## src/rtl/signed_add_arbiter.sv

```systemverilog
// signed_add_arbiter
// Two requesters share a single WIDTH-bit two's-complement adder. A
// round-robin arbiter picks one requester per cycle, and the sum lands in a
// one-deep result register. A saturating 8-bit counter tallies accepted
// additions that overflowed.
//
// Handshake semantics (all three channels):
//   A transfer happens on a rising edge where valid and ready are both high.
//   reqN_ready is combinational. It is high only while this requester holds
//   the grant and the result register can take a new value. A requester may
//   drop valid at any time without a transfer, and that changes no state.
//   res_valid stays high and res_sum/res_overflow/res_id stay stable until
//   res_ready is seen high. A new result may load in the same cycle the old
//   one is delivered, so results stream back-to-back at one per cycle.
module signed_add_arbiter #(
  parameter int WIDTH = 4
) (
  input  logic             clk,
  input  logic             rst_n,
  input  logic             req0_valid,
  input  logic [WIDTH-1:0] req0_a,
  input  logic [WIDTH-1:0] req0_b,
  output logic             req0_ready,
  input  logic             req1_valid,
  input  logic [WIDTH-1:0] req1_a,
  input  logic [WIDTH-1:0] req1_b,
  output logic             req1_ready,
  output logic             res_valid,
  input  logic             res_ready,
  output logic [WIDTH-1:0] res_sum,
  output logic             res_overflow,
  output logic             res_id,
  input  logic             ovf_clear,
  output logic [7:0]       ovf_cnt
);

  localparam int MSB = WIDTH - 1;
  localparam logic [7:0] CNT_MAX = 8'hFF;

  // Round-robin pointer: 1 means requester 1 won the last accepted transfer,
  // so requester 0 wins the next contention. Reset leaves it at 1.
  logic             last_grant_q;
  logic             last_grant_d;

  // Result register and overflow counter.
  logic             res_valid_q;
  logic             res_valid_d;
  logic [WIDTH-1:0] res_sum_q;
  logic [WIDTH-1:0] res_sum_d;
  logic             res_ovf_q;
  logic             res_ovf_d;
  logic             res_id_q;
  logic             res_id_d;
  logic [7:0]       ovf_cnt_q;
  logic [7:0]       ovf_cnt_d;

  // Arbitration and datapath nets.
  logic             grant0;
  logic             grant1;
  logic             can_accept;
  logic             accept;
  logic [WIDTH-1:0] op_a;
  logic [WIDTH-1:0] op_b;
  logic [WIDTH-1:0] add_sum;
  logic             add_ovf;

  // Grant selection. The grant depends only on the valids and the pointer,
  // never on the other side's ready, so neither ready feeds into the other.
  always_comb begin
    grant0 = 1'b0;
    grant1 = 1'b0;
    if (req0_valid && req1_valid) begin
      if (last_grant_q) begin
        grant0 = 1'b1;
      end else begin
        grant1 = 1'b1;
      end
    end else if (req0_valid) begin
      grant0 = 1'b1;
    end else if (req1_valid) begin
      grant1 = 1'b1;
    end
  end

  // The result register is free when it is empty or drains this cycle.
  // rst_n gates the readies so that nothing is accepted while reset is held.
  always_comb begin
    can_accept = !res_valid_q || res_ready;
    req0_ready = grant0 && can_accept && rst_n;
    req1_ready = grant1 && can_accept && rst_n;
    accept     = req0_ready || req1_ready;
  end

  // One adder serves both requesters through an operand mux steered by the
  // grant. Overflow is signalled when both operands have the same sign and
  // the wrapped sum has the other sign.
  always_comb begin
    op_a    = grant1 ? req1_a : req0_a;
    op_b    = grant1 ? req1_b : req0_b;
    add_sum = op_a + op_b;
    add_ovf = (op_a[MSB] == op_b[MSB]) && (add_sum[MSB] != op_a[MSB]);
  end

  // Next-state for the result register and the round-robin pointer.
  always_comb begin
    res_valid_d  = res_valid_q;
    res_sum_d    = res_sum_q;
    res_ovf_d    = res_ovf_q;
    res_id_d     = res_id_q;
    last_grant_d = last_grant_q;
    if (accept) begin
      res_valid_d  = 1'b1;
      res_sum_d    = add_sum;
      res_ovf_d    = add_ovf;
      res_id_d     = grant1;
      last_grant_d = grant1;
    end else if (res_ready) begin
      // Delivered with nothing new behind it. The data fields keep their
      // old values, which is harmless because res_valid is low.
      res_valid_d = 1'b0;
    end
  end

  // Overflow counter next-state: clear takes priority, and the count
  // saturates at 255.
  always_comb begin
    ovf_cnt_d = ovf_cnt_q;
    if (ovf_clear) begin
      ovf_cnt_d = 8'd0;
    end else if (accept && add_ovf && (ovf_cnt_q != CNT_MAX)) begin
      ovf_cnt_d = ovf_cnt_q + 8'd1;
    end
  end

  // State registers. An asynchronous reset discards any pending result.
  always_ff @(posedge clk or negedge rst_n) begin
    if (!rst_n) begin
      res_valid_q  <= 1'b0;
      res_sum_q    <= '0;
      res_ovf_q    <= 1'b0;
      res_id_q     <= 1'b0;
      ovf_cnt_q    <= 8'd0;
      last_grant_q <= 1'b1;
    end else begin
      res_valid_q  <= res_valid_d;
      res_sum_q    <= res_sum_d;
      res_ovf_q    <= res_ovf_d;
      res_id_q     <= res_id_d;
      ovf_cnt_q    <= ovf_cnt_d;
      last_grant_q <= last_grant_d;
    end
  end

  // Drive the outputs from the registers.
  always_comb begin
    res_valid    = res_valid_q;
    res_sum      = res_sum_q;
    res_overflow = res_ovf_q;
    res_id       = res_id_q;
    ovf_cnt      = ovf_cnt_q;
  end

endmodule

```

## config.mk

```make
export PLATFORM = sky130hd
export DESIGN_NAME = signed_add_arbiter
export DESIGN_NICKNAME = d
export VERILOG_FILES = /design/src/rtl/signed_add_arbiter.sv
export SDC_FILE = /design/constraint.sdc
export NUM_CORES = 1
export LEC_CHECK = 0
export BUFFER_PORTS_ARGS = -buffer_cell sky130_fd_sc_hd__buf_2
export CAP_MARGIN = 30
export CORE_ASPECT_RATIO = 1.5
export CORE_UTILIZATION = 25
export CTS_CLUSTER_DIAMETER = 60
export DETAILED_ROUTE_END_ITERATION = 10
export SKIP_CTS_REPAIR_TIMING = 1
export SYNTH_ARGS = -nofsm -noshare
export SYNTH_HDL_FRONTEND = slang
export SYNTH_SLANG_ARGS = --single-unit
```

## constraint.sdc

```tcl
create_clock -name clk -period 3.1 [get_ports clk]
set_input_delay 0 -clock clk [delete_from_list [all_inputs] [get_ports clk]]
set_output_delay 0 -clock clk [all_outputs]
set_load 0.1 [all_outputs]
```

==> metrics.md <==
| Metric | Value |
|---|---|
| Routed Antenna Nets | 0 |
| Switch share | 47.8% |
| Ports | 39 |
| Post-synth cell types | 38 |
| Final hold slack | 0.0426 ns |
| Fill cells | 457 |
| Final Max Tran Viols | 0 |
| Final period utilization | 95.2% |
| Final setup vio count | 0 |
| Synthesis warning total | 0 |
| Overall via count from detail_route | 985 |
| DR vias/cell | 4.97 |
| Clk sinks | 16 |
| Antenna violations before repair | 0 |
| Cells after synthesis | 112 |
| Cell at the root of the clock tree | clkbuf_8 |
| Total gr overflow | 0 |
| Port bufs | 38 |
| TritonCTS clock tree | done |
| Fin Setup TNS | 0 ns |
| Drc violations | 0 |
| Starting Density | 25.8% |
| Critical Path AT | 3.09 ns |
| DR iter-0 viols | 26 |
| Yosys top cell by area | dfrtp_1 |
| Height of the die | 82.7 um |
| Minimum clock period | 2.95 ns |
| Max Fclk | 0.339 GHz |
| Core area | 0.00421 mm2 |
| Largest family of logic cells by synthesized area | simple AND/OR/NAND/NOR gates |
| FP Rows | 29 |
| Final wirelength | 2.49 mm |
| Vias in the first global route | 991 |
| Largest delay contributor family on the critical path | multiplexers |
| Total GRT Usage | 11.7% |
| Final non-filler cell total | 198 |
| Num CTS Buffers | 3 |
| Synth top area share | 34.6% |
| Compound-Gate Fraction of Synth Area | 11.6% |
| H-tree levels | 1 |
| Top post-synthesis cells by area | dfrtp_1, mux2_2, ha_1 |
| Slew HR | 67.6% |
| Share of layout cells above drive strength 1 | 41.4% |
| Worst-path cell chain | a21boi_0 -> buf_4 -> mux2_2 -> ha_1 -> a21oi_4 -> and4_2 -> nor3_1 -> buf_2 -> nor4b_1 -> mux2_2 |
| Detailed Routing Iterations Pass 1 | 4 |
| Clock Latency Late Sink | 0.25 ns |
| Worst Reg-to-Reg Cells | 10 |
| Design area | 0.00140 mm2 |
| RR Endpoint | ovf_cnt[2] |
| Clk network pwr share | 22.5% |
| Max stage delay cell, worst path | dfstp_2 |
| Post-synthesis mux area share | 13.5% |
| Most frequent CP cell | mux2_2 |
| Setup CP Type | flop to flop |
| Post-placement cell count | 192 |
| Die Area | 0.00462 mm2 |
| Hold path depth | 3 |
| Final Hold Violating Endpoints | 0 |
| Syn avg cell area | 9.70 um2 |
| Synth Area in Adders | 6.45% |
| Diode count | 0 |
| R2r startpoint | last_grant_q |
| Status | finished, final reports clean |
| Static leakage | 0.677 nW |
| Largest net degree at the start of global routing | 20 |
| Crit path required time | 3.24 ns |
| Worst Path Buf+Inv | 2 |
| Max capacitance violation total | 0 |
| FF-to-FF setup slack | 0.15 ns |
| Worst hold path type | primary input to flop |
| Routed wire per std cell | 12.6 um |
| Sw Pwr | 0.000407 W |
| Combinational fraction of design power | 46.9% |
| Yosys reg bits | 16 |
| Sequential power share | 30.5% |
| CP peak stage delay | 0.38 ns |
| Area Growth Syn to Fin | 28.8% |
| Seq/Total Area, Yosys | 37.0% |
| Worst-path clk slew | 0.07 ns |
| Global-route wire length before repair | 4.26 mm |
| Xor/xnor cell area share of the yosys netlist | 3.23% |
| CP Launch Type | flop |
| DIE WIDTH | 55.8 um |
| Nets | 180 |
| Syn Std Cell Area | 0.00109 mm2 |
| PwrDens | 609 mW/mm2 |
| Hold endpoint | last_grant_q |
| Internal | 0.000445 W |
| Hpwl dp | 1.85 mm |
| Maximum fanout along the worst path | 11 |
| Dpl cell area | 0.00132 mm2 |
| Pin slew with the least headroom to its limit | 0.490 ns |
| Syn Nets | 139 |
| Beginning of the worst hold path | req1_valid |
| CTS max path bufs | 2 |
| Clk_skew | 0.00116 ns |
| Synth Area in Simple Gates | 23.0% |
| Setup crit end kind | flop |
| Routability cong. | 0.726 |
| Peak supply drop | 0.426 mV |
how the worst max path moves through the flow:
stage	startpoint	endpoint	cells after the start
2_1_floorplan	res_valid	res_id	5
3_3_place_gp	last_grant_q	ovf_cnt[6]	9
3_5_place_dp	last_grant_q	ovf_cnt[2]	10
4_1_cts	last_grant_q	ovf_cnt[2]	10
5_1_grt	last_grant_q	ovf_cnt[2]	10
6_report	last_grant_q	ovf_cnt[2]	10
power groups by stage:
stage          clock (W)  combinational (W)  sequential, W
3_5_place_dp           0           0.000397       0.000264
6_report        0.000192           0.000400       0.000260
2_1_floorplan          0           0.000126       0.000461
4_1_cts         0.000198           0.000397       0.000260
3_3_place_gp           0           0.000394       0.000263
5_1_grt         0.000205           0.000427       0.000264
sequential cells by signal, indices dropped and copies added, names as in the netlist:
register,cells
res_valid,1
res_sum,4
res_overflow,1
last_grant_q,1
ovf_cnt,8
res_id,1
logic make-up after synthesis:
family	after synthesis
compound gates	19
fa+ha+maj	5
buf+inv	12
flops	16
mux	13
xor+xnor	4
simple gates	43
worst min-delay path, stage by stage:
cell	delay (ns)
buf_2	0.12
a21oi_1	0.12
a31oi_1	0.06
metal layers:
metal | track usage, % | part of all wire (%)
met4 | 6.59 | 2.3
met1 | 12.9 | 44
met2 | 21.2 | 48
met5 | 0 | 0
met3 | 2.34 | 6.1
synthesized netlist by cell type, drive strengths merged:
master	count
dfrtp	15
mux2	13
nand2	8
nor2	6
nor2b	6
a21oi	5
inv	5
nor4	5
buf	4
ha	4
nand4	4
o21ai	4
and3	3
clkbuf	3
nand3	3
o31ai	3
and2	2
xnor2	2
xor2	2
a211o	1
a211oi	1
a21boi	1
a31oi	1
a41o	1
and4	1
dfstp	1
fa	1
nand2b	1
nor3	1
nor4b	1
o211ai	1
o21bai	1
or4	1
or4b	1
cell usage in the layout, fill, tap and decap left out, drive strengths merged, types with 2 or more instances in the layout:
master / instances
buf: 41
dfrtp: 15
mux2: 13
nand2: 8
nor2b: 6
nor2: 6
inv: 5
nor4: 5
a21oi: 5
nand4: 4
o21ai: 4
ha: 4
clkbuf: 4
o31ai: 3
and3: 3
nand3: 3
and2: 2
xor2: 2
xnor2: 2
dlygate4sd3: 2
cell type report:
class	instances	area [um2]	area share (%)
well taps	46	57.6	4.11
inverters	5	18.8	1.34
repair buffers	43	230	16.5
multi-input cells	84	636	45.4
flip-flops and latches	16	402	28.7
clock buffers	4	55.1	3.94
metrics by stage:
| stage | util (%) | setup WS [ns] | power, W |
|---|---|---|---|
| floorplan | - | 0.116 | 0.000586 |
| global placement | 31.2 | -0.0613 | 0.000657 |
| detailed placement | 31.3 | 0.144 | 0.000660 |
| CTS | 32.6 | 0.137 | 0.000855 |
| global route | 33.2 | -0.00571 | 0.000896 |
| finish | 33.2 | 0.148 | 0.000852 |
(Power assumes the default switching activity.)
